[src/rtl/midi_voice_pool_pkg.sv]
// Shared definitions for the polyphonic MIDI voice pool.
// Provides the FSM state encoding, the velocity scaling shift and the
// note-to-phase-increment table generator (evaluated at elaboration only).
package midi_pkg;

  // Velocity is a 7-bit magnitude, so w * velocity >>> 7 keeps full scale.
  localparam int VEL_SHIFT = 7;
  localparam int NOTE_W    = 7;

  typedef enum logic [1:0] {
    ST_IDLE  = 2'd0,
    ST_ACCUM = 2'd1,
    ST_OUT   = 2'd2
  } state_t;

  // Phase increment for MIDI note n at 48 kHz: round(f(n) * 2^phase_w / 48000),
  // f(n) = 440 * 2^((n-69)/12). Only ever called with constant arguments to
  // build a ROM, never in datapath logic. The real->longint cast rounds.
  function automatic longint phase_incr(input int n, input int phase_w);
    real f;
    real r;
    f = 440.0 * (2.0 ** ((real'(n) - 69.0) / 12.0));
    r = f * (2.0 ** real'(phase_w)) / 48000.0;
    return longint'(r);
  endfunction

endpackage

[src/rtl/midi_voice_pool_if.sv]
// Note-event / sample-request bus for midi_voice_pool.
// master: note source and sample consumer; slave: the voice pool.
// Carries the note handshake, all_notes_off, wave select and the mixed sample.
interface midi_voice_pool_if #(
  parameter int NUM_VOICES = 4,
  parameter int SAMPLE_W   = 16
) ();

  logic                       note_valid;
  logic                       note_ready;
  logic [6:0]                 note_number;
  logic [6:0]                 note_velocity;
  logic                       all_notes_off;
  logic                       wave_sel;
  logic                       generate_next;
  logic signed [SAMPLE_W-1:0] sample_out;
  logic                       sample_out_ready;
  logic [NUM_VOICES-1:0]      voices_active;

  modport master (
    output note_valid, note_number, note_velocity, all_notes_off, wave_sel, generate_next,
    input  note_ready, sample_out, sample_out_ready, voices_active
  );

  modport slave (
    input  note_valid, note_number, note_velocity, all_notes_off, wave_sel, generate_next,
    output note_ready, sample_out, sample_out_ready, voices_active
  );

endinterface

[src/rtl/midi_voice_alloc.sv]
// Voice allocator: finds the voice holding a note, the lowest free voice and the
// oldest voice, picks the note-on target and computes the post-allocation ages.
// Purely combinational; ports: per-voice active/note/age in, chosen index + ages out.
module midi_voice_alloc #(
  parameter int NUM_VOICES = 4,
  localparam int VIDX_W    = $clog2(NUM_VOICES)
) (
  input  logic [NUM_VOICES-1:0]             active,
  input  logic [NUM_VOICES-1:0][6:0]        note,
  input  logic [NUM_VOICES-1:0][VIDX_W-1:0] age,
  input  logic [6:0]                        ev_note,
  output logic                              hit,
  output logic [VIDX_W-1:0]                 hit_idx,
  output logic [VIDX_W-1:0]                 chosen_idx,
  output logic [NUM_VOICES-1:0][VIDX_W-1:0] age_next
);

  localparam logic [VIDX_W-1:0] AGE_MAX = VIDX_W'(NUM_VOICES - 1);

  logic              free_hit;
  logic [VIDX_W-1:0] free_idx;
  logic [VIDX_W-1:0] oldest_idx;
  logic [VIDX_W-1:0] oldest_age;

  always_comb begin
    hit        = 1'b0;
    hit_idx    = '0;
    free_hit   = 1'b0;
    free_idx   = '0;
    oldest_idx = '0;
    oldest_age = age[0];

    // Scanning downwards lets the lowest matching index win.
    for (int i = NUM_VOICES - 1; i >= 0; i--) begin
      if (active[i] && note[i] == ev_note) begin
        hit     = 1'b1;
        hit_idx = VIDX_W'(i);
      end
      if (!active[i]) begin
        free_hit = 1'b1;
        free_idx = VIDX_W'(i);
      end
    end

    // Strict '>' keeps the lowest index on equal ages.
    for (int i = 1; i < NUM_VOICES; i++) begin
      if (age[i] > oldest_age) begin
        oldest_age = age[i];
        oldest_idx = VIDX_W'(i);
      end
    end

    chosen_idx = hit ? hit_idx : (free_hit ? free_idx : oldest_idx);

    for (int i = 0; i < NUM_VOICES; i++) begin
      if (VIDX_W'(i) == chosen_idx)
        age_next[i] = '0;
      else if (active[i] && age[i] != AGE_MAX)
        age_next[i] = age[i] + 1'b1;
      else
        age_next[i] = age[i];
    end
  end

endmodule

[src/rtl/midi_voice_pool.sv]
// Polyphonic voice pool: allocates note events to NUM_VOICES oscillators and mixes
// them into one PCM sample per generate_next; latency NUM_VOICES+1 cycles.
// note_ready only in IDLE; generate_next outside IDLE is dropped, not queued.
// Ports: clk, reset_n (async active-low), bus (midi_voice_pool_if slave).
module midi_voice_pool
  import midi_pkg::*;
#(
  parameter int NUM_VOICES = 4,
  parameter int SAMPLE_W   = 16,
  parameter int PHASE_W    = 24
) (
  input  logic             clk,
  input  logic             reset_n,
  midi_voice_pool_if.slave bus
);

  localparam int VIDX_W = $clog2(NUM_VOICES);
  localparam int ACC_W  = SAMPLE_W + VIDX_W + 1;
  localparam int PROD_W = SAMPLE_W + 8;

  localparam logic [SAMPLE_W-1:0]        SIGN_BIT = {1'b1, {(SAMPLE_W-1){1'b0}}};
  localparam logic signed [SAMPLE_W-1:0] SQ_HI    = {1'b0, {(SAMPLE_W-1){1'b1}}};
  localparam logic signed [SAMPLE_W-1:0] SQ_LO    = {1'b1, {(SAMPLE_W-2){1'b0}}, 1'b1};

  // Per-voice state
  logic [NUM_VOICES-1:0]              active;
  logic [NUM_VOICES-1:0][6:0]         note;
  logic [NUM_VOICES-1:0][6:0]         vel;
  logic [NUM_VOICES-1:0][PHASE_W-1:0] phase;
  logic [NUM_VOICES-1:0][VIDX_W-1:0]  age;

  // Sequencer / mixer state
  state_t                     state;
  logic [VIDX_W-1:0]          v;
  logic signed [ACC_W-1:0]    acc;
  logic                       wave_lat;
  logic                       note_ready_q;
  logic signed [SAMPLE_W-1:0] sample_q;
  logic                       sample_rdy_q;

  // Note-number -> phase increment ROM, fixed at elaboration.
  logic [PHASE_W-1:0] incr_rom [128];
  for (genvar g = 0; g < 128; g++) begin : g_incr
    localparam longint INC = phase_incr(g, PHASE_W);
    assign incr_rom[g] = INC[PHASE_W-1:0];
  end

  // Allocation
  logic                              hit;
  logic [VIDX_W-1:0]                 hit_idx;
  logic [VIDX_W-1:0]                 chosen_idx;
  logic [NUM_VOICES-1:0][VIDX_W-1:0] age_next;

  midi_voice_alloc #(.NUM_VOICES(NUM_VOICES)) u_alloc (
    .active     (active),
    .note       (note),
    .age        (age),
    .ev_note    (bus.note_number),
    .hit        (hit),
    .hit_idx    (hit_idx),
    .chosen_idx (chosen_idx),
    .age_next   (age_next)
  );

  // Mixer datapath for the voice selected by v. The waveform is taken from the
  // advanced phase, so the first sample after a note-on is one step in.
  logic [PHASE_W-1:0]         cur_phase_next;
  logic signed [SAMPLE_W-1:0] wave;
  logic signed [PROD_W-1:0]   prod;
  logic signed [ACC_W-1:0]    contrib;
  logic signed [ACC_W-1:0]    acc_next;
  logic signed [SAMPLE_W-1:0] sample_next;

  always_comb begin
    cur_phase_next = phase[v] + incr_rom[note[v]];
    if (wave_lat)
      wave = cur_phase_next[PHASE_W-1] ? SQ_LO : SQ_HI;
    else
      wave = $signed(cur_phase_next[PHASE_W-1 -: SAMPLE_W] ^ SIGN_BIT);
    prod        = PROD_W'(wave) * PROD_W'($signed({1'b0, vel[v]}));
    contrib     = active[v] ? ACC_W'(prod >>> VEL_SHIFT) : '0;
    acc_next    = acc + contrib;
    // The accumulator carries headroom for NUM_VOICES full-scale voices, so
    // dividing by the voice count always fits SAMPLE_W.
    sample_next = SAMPLE_W'(acc_next >>> VIDX_W);
  end

  wire note_acc = bus.note_valid && note_ready_q;

  always_ff @(posedge clk or negedge reset_n) begin
    if (!reset_n) begin
      active       <= '0;
      note         <= '0;
      vel          <= '0;
      phase        <= '0;
      age          <= '0;
      state        <= ST_IDLE;
      v            <= '0;
      acc          <= '0;
      wave_lat     <= 1'b0;
      note_ready_q <= 1'b0;
      sample_q     <= '0;
      sample_rdy_q <= 1'b0;
    end else begin
      // Note events only complete in IDLE (note_ready_q), so they never
      // collide with the ACCUM phase writes below.
      if (bus.all_notes_off) begin
        active <= '0;
      end else if (note_acc) begin
        if (bus.note_velocity != 7'd0) begin
          active[chosen_idx] <= 1'b1;
          note[chosen_idx]   <= bus.note_number;
          vel[chosen_idx]    <= bus.note_velocity;
          phase[chosen_idx]  <= '0;
          age                <= age_next;
        end else if (hit) begin
          active[hit_idx] <= 1'b0;
        end
      end

      case (state)
        ST_IDLE: begin
          if (bus.generate_next) begin
            acc          <= '0;
            wave_lat     <= bus.wave_sel;
            v            <= '0;
            state        <= ST_ACCUM;
            note_ready_q <= 1'b0;
          end else begin
            note_ready_q <= 1'b1;
          end
        end
        ST_ACCUM: begin
          if (active[v])
            phase[v] <= cur_phase_next;
          acc <= acc_next;
          v   <= v + 1'b1;
          if (v == VIDX_W'(NUM_VOICES - 1)) begin
            sample_q     <= sample_next;
            sample_rdy_q <= 1'b1;
            state        <= ST_OUT;
          end
        end
        ST_OUT: begin
          sample_rdy_q <= 1'b0;
          note_ready_q <= 1'b1;
          state        <= ST_IDLE;
        end
        default: begin
          sample_rdy_q <= 1'b0;
          state        <= ST_IDLE;
        end
      endcase
    end
  end

  assign bus.note_ready       = note_ready_q;
  assign bus.sample_out       = sample_q;
  assign bus.sample_out_ready = sample_rdy_q;
  assign bus.voices_active    = active;

endmodule

[src/flat_wrapper.sv]
// flat-port wrapper written by rule: the top's interface ports become plain ports
module midi_voice_pool_flat import midi_pkg::*;
#(
  parameter int NUM_VOICES = 4,
  parameter int SAMPLE_W   = 16,
  parameter int PHASE_W    = 24
)
  (clk, reset_n, bus_note_valid, bus_note_number, bus_note_velocity, bus_all_notes_off, bus_wave_sel, bus_generate_next, bus_note_ready, bus_sample_out, bus_sample_out_ready, bus_voices_active);
  midi_voice_pool_if #(.NUM_VOICES(NUM_VOICES), .SAMPLE_W(SAMPLE_W)) bus_i ();
  input  logic clk;
  input  logic reset_n;
  input wire logic [$bits(bus_i.note_valid)-1:0] bus_note_valid;
  input wire logic [$bits(bus_i.note_number)-1:0] bus_note_number;
  input wire logic [$bits(bus_i.note_velocity)-1:0] bus_note_velocity;
  input wire logic [$bits(bus_i.all_notes_off)-1:0] bus_all_notes_off;
  input wire logic [$bits(bus_i.wave_sel)-1:0] bus_wave_sel;
  input wire logic [$bits(bus_i.generate_next)-1:0] bus_generate_next;
  output wire logic [$bits(bus_i.note_ready)-1:0] bus_note_ready;
  output wire logic [$bits(bus_i.sample_out)-1:0] bus_sample_out;
  output wire logic [$bits(bus_i.sample_out_ready)-1:0] bus_sample_out_ready;
  output wire logic [$bits(bus_i.voices_active)-1:0] bus_voices_active;
  assign bus_i.note_valid = bus_note_valid;
  assign bus_i.note_number = bus_note_number;
  assign bus_i.note_velocity = bus_note_velocity;
  assign bus_i.all_notes_off = bus_all_notes_off;
  assign bus_i.wave_sel = bus_wave_sel;
  assign bus_i.generate_next = bus_generate_next;
  assign bus_note_ready = bus_i.note_ready;
  assign bus_sample_out = bus_i.sample_out;
  assign bus_sample_out_ready = bus_i.sample_out_ready;
  assign bus_voices_active = bus_i.voices_active;
  midi_voice_pool #(.NUM_VOICES(NUM_VOICES), .SAMPLE_W(SAMPLE_W), .PHASE_W(PHASE_W)) u_core (.clk(clk), .reset_n(reset_n), .bus(bus_i));
endmodule
[config.mk]
export PLATFORM = sky130hd
export DESIGN_NAME = midi_voice_pool_flat
export DESIGN_NICKNAME = d
export VERILOG_FILES = /design/src/rtl/midi_voice_pool_pkg.sv /design/src/rtl/midi_voice_pool_if.sv /design/src/rtl/midi_voice_alloc.sv /design/src/rtl/midi_voice_pool.sv /design/src/flat_wrapper.sv
export SDC_FILE = /design/constraint.sdc
export NUM_CORES = 1
export LEC_CHECK = 0
export CAP_MARGIN = 0
export CORE_MARGIN = 1
export CORE_UTILIZATION = 35
export CTS_BUF_LIST = sky130_fd_sc_hd__clkbuf_16
export DETAILED_ROUTE_END_ITERATION = 6
export GPL_TIMING_DRIVEN = 0
export HOLD_SLACK_MARGIN = 0.15
export PLACE_DENSITY = 0.55
export SLEW_MARGIN = 20
export SYNTH_ARGS = -nofsm -noshare
export SYNTH_HDL_FRONTEND = slang
export SYNTH_SLANG_ARGS = --single-unit
[constraint.sdc]
create_clock -name clk -period 11.6 [get_ports clk]
set_clock_uncertainty 0.05 [all_clocks]
set_input_delay 1.16 -clock clk [delete_from_list [all_inputs] [get_ports clk]]
set_output_delay 1.16 -clock clk [all_outputs]
set_load 0.1 [all_outputs]
==> flow_metrics.py, run 1 <==
metrics = {
    "run_status": {
        "status": "completed",
    },
    "routing": {
        "routedWlPerCell_um": 22.6,
        "final_antenna_net_count": 0,
        "vias": 16900,
        "drt-pass1-iter-count": 6,
        "first_iter_violations": 1407,
        "wl_mm": 66.3,
        "vias_per_cell": 5.78,
        "post-route-drc-count": 0,
    },
    "synthesis": {
        "ys_dominant_reg_cell": "dfrtp_1",
        "synth_top_family_by_area": "compound AO/OA/AOI/OAI gates",
        "synth-seq-area-share_pct": 28.1,
        "async_flop_share_pct": 100,
        "synth.area.top_cells": "dfrtp_1, fa_1, ha_1",
        "avgSynthCellArea_um2": 8.62,
        "ys_ff_latch": 205,
        "synth-xor-area-share_pct": 3.50,
        "synthMuxAreaShare_pct": 9.45,
        "synth_area_um2": 18300,
        "synth_cell_type_count": 85,
        "netlist.top_cell.by_area": "dfrtp_1",
        "syn-instance-count": 2118,
        "synth_compound_area_share_pct": 18.2,
        "synth_top_area_share_pct": 28.1,
        "synthSimpleGateAreaFrac_pct": 17.6,
        "synth.net_count": 2337,
        "synth_edf_count": 0,
        "synth_fa_ha_area_share_pct": 17.2,
        "synth_warnings": 0,
    },
    "clocking": {
        "numClockSinks": 205,
        "cts_buffer_depth": 3,
        "cts_buffers": 24,
        "clk_pin_slew_ps": 60,
        "htreeDepth": 1,
        "cts_tree": "built",
        "clk_latency_ps": 560,
        "cts_root_buf": "clkbuf_16",
    },
    "floorplanning": {
        "dieArea_um2": 53100,
        "ioPinCount": 42,
        "die-width_um": 230,
        "start_util_pct": 35.5,
        "die_y_um": 230,
        "fp-row-count": 83,
        "core_region_area_um2": 51400,
    },
    "sta": {
        "hold_ws_ps": 413,
        "maxSlewViolCount": 0,
        "relSlewSlack_pct": 25.7,
        "fmax_mhz": 88.9,
        "worstMarginPinSlew_ps": 1110,
        "hold_viol": 0,
        "finalSetupViolations": 0,
        "finalSetupTns_ps": 0,
        "fin_crit_sh_pct": 97.0,
        "period_needed_ps": 11250,
    },
    "global_route": {
        "grtUsageMet1_pct": 30.6,
        "grtUsageTotal_pct": 24.6,
        "grt_max_degree": 94,
        "antenna_found_initial": 0,
        "use_met2_pct": 43.5,
        "use_met3_pct": 2.25,
        "grt_remaining_overflow": 0,
        "grt_pass1_vias": 16800,
        "grt.busiest_layer": "met2",
        "grt_pass1_wl_mm": 101,
    },
    "placement": {
        "port_buffers": 34,
        "placed_area_um2": 19500,
        "hpwlAfterDp_mm": 49.0,
        "place_inst": 2836,
        "gp_congestion": 1.02,
    },
    "worst_setup_path": {
        "critical_path.top_delay_family": "compound AO/OA/AOI/OAI gates",
        "crit_top_cell": "a21oi_2",
        "startpoint_type": "flip-flop",
        "cp.required_ps": 12000,
        "timing.critical_path.buf_inv": 8,
        "slowest_delay_ps": 560,
        "cp.arrival_ps": 11650,
        "cp_slowest_cell": "mux4_2",
        "end_kind": "flip-flop",
        "path_max_fanout": 14,
        "crit_type": "flip-flop to flip-flop",
    },
    "cells_and_area": {
        "fin_nets": 2451,
        "area_growth_pct": 20.2,
        "stdcell_count": 2930,
        "postLayoutCellArea_um2": 21900,
        "layout_common_cells": "nand2_1, dfrtp_1, nor2_1, inv_1, o21ai_0",
        "drive_above_1_share_pct": 18.9,
        "mostFrequentLayoutCell": "nand2_1",
    },
    "run": {
        "cap_violations": 0,
    },
    "worst_hold_path": {
        "holdCritPathClass": "input pin to async pin",
    },
}
## worst reg2reg max path, delay by kind of cell, from the launching register on
kind / cells / cell delay, ps
multiplexers: 3 / 1040
flip-flops: 1 / 410
AND/OR/NAND/NOR: 8 / 1370
adder cells (fa/ha/maj): 8 / 3150
AO/OA/AOI/OAI: 21 / 3510
buffers and inverters: 8 / 1130
XOR/XNOR: 3 / 470
## cell type report
class                   instances  area, µm²
well taps                     680        851
diodes                          1       2.50
repair buffers                 94        863
plain buffers                 122        654
multi-input cells            1633      13000
clock buffers                  24        601
fillers                      5102      29500
flip-flops and latches        205       5130
inverters                     152        579
clock inverters                19        223
## cell usage after synthesis, types with 10 or more instances
cell      instances
nor3_1           26
buf_2            17
a211oi_1         19
inv_1           150
o21bai_1         11
mux4_2           27
nor2b_1          18
o211ai_1         18
buf_1            14
a21oi_1         136
o21ai_1          14
o21ai_0         157
nand2b_1         27
o22ai_1          27
dfrtp_1         205
o21a_1           20
fa_1             87
nor2_1          193
and3_1           15
ha_1            112
a21o_1           17
clkbuf_1         97
xor2_1           15
nand4_1          18
nor3b_1          10
nand2_1         249
mux2_2           77
nand3_1         105
xnor2_1          56
mux2i_1          25
and2_1           10
a22o_1           19
a31oi_1          16
## routing by layer
metal	vias up	share of wire, %
met5	-	0
met4	0	4.8
met3	172	5.6
met2	691	50
met1	8440	40
li1	7641	-
## stage by stage
step / setup slack, ps / utilization, %
2_1_floorplan: 243 / -
3_3_place_gp: -3280 / 37.8
3_5_place_dp: -3190 / 38.0
4_1_cts: 12.4 / 41.0
5_1_grt: -67.7 / 42.7
6_report: 346 / 42.7
## repair_timing
item | CTS | global route
gates cloned | 0 | 1
pin swaps | 21 | 54
resized for setup | 151 | 157
endpoints found under the setup margin | 34 | 17
setup buffers | 25 | 30
hold buffers | 0 | 0
## state kept, by name, summed over array words and instances (netlist names), 2 cells and up
name and flops:
u_core.phase 96, u_core.note 28, u_core.vel 28, u_core.acc 18, u_core.bus.sample_out 16, u_core.age 8, u_core.bus.voices_active 4, u_core.state 2
u_core.v 2
## kinds of logic after synthesis
kind of cell | after synthesis
adders and majority gates | 199
AOI/OAI and AO/OA | 527
DFF | 205
muxes | 129
and+or+nand+nor | 706
xor gates and xnor gates | 72
buffers and inverters | 280
## final timing paths
path	from	to	slack [ps]	cells after the start
max in group asynchronous	reset_n	u_core.age[0]	9890	3
setup / recovery	u_core.v[0]	u_core.bus.sample_out[15]	350	51
hold reg to reg	u_core.bus.sample_out[9]	u_core.bus.sample_out[9]	420	2
min in group clk	u_core.bus.sample_out[9]	u_core.bus.sample_out[9]	420	2
hold / removal	reset_n	u_core.phase[34]	410	1
setup reg to reg	u_core.v[0]	u_core.bus.sample_out[15]	350	51
Power of run 1 is left out: the tool's default activity adds up to more than one toggle a clock period on the data nets, which glitch-free logic cannot reach.
==> run 2: changes to the inputs <==
==> constraint.sdc (replaced) <==
create_clock -name clk -period 11.6 [get_ports clk]
set_clock_uncertainty 0.05 [all_clocks]
set_input_delay 1.74 -clock clk [delete_from_list [all_inputs] [get_ports clk]]
set_output_delay 1.74 -clock clk [all_outputs]
set_load 0.1 [all_outputs]
==> results of run 2 <==
The final DEF is identical to that of run 1. Status: completed.
Among the figures that moved: hold slack 413 ps -> 424 ps
Power of run 2 is left out for the same reason.
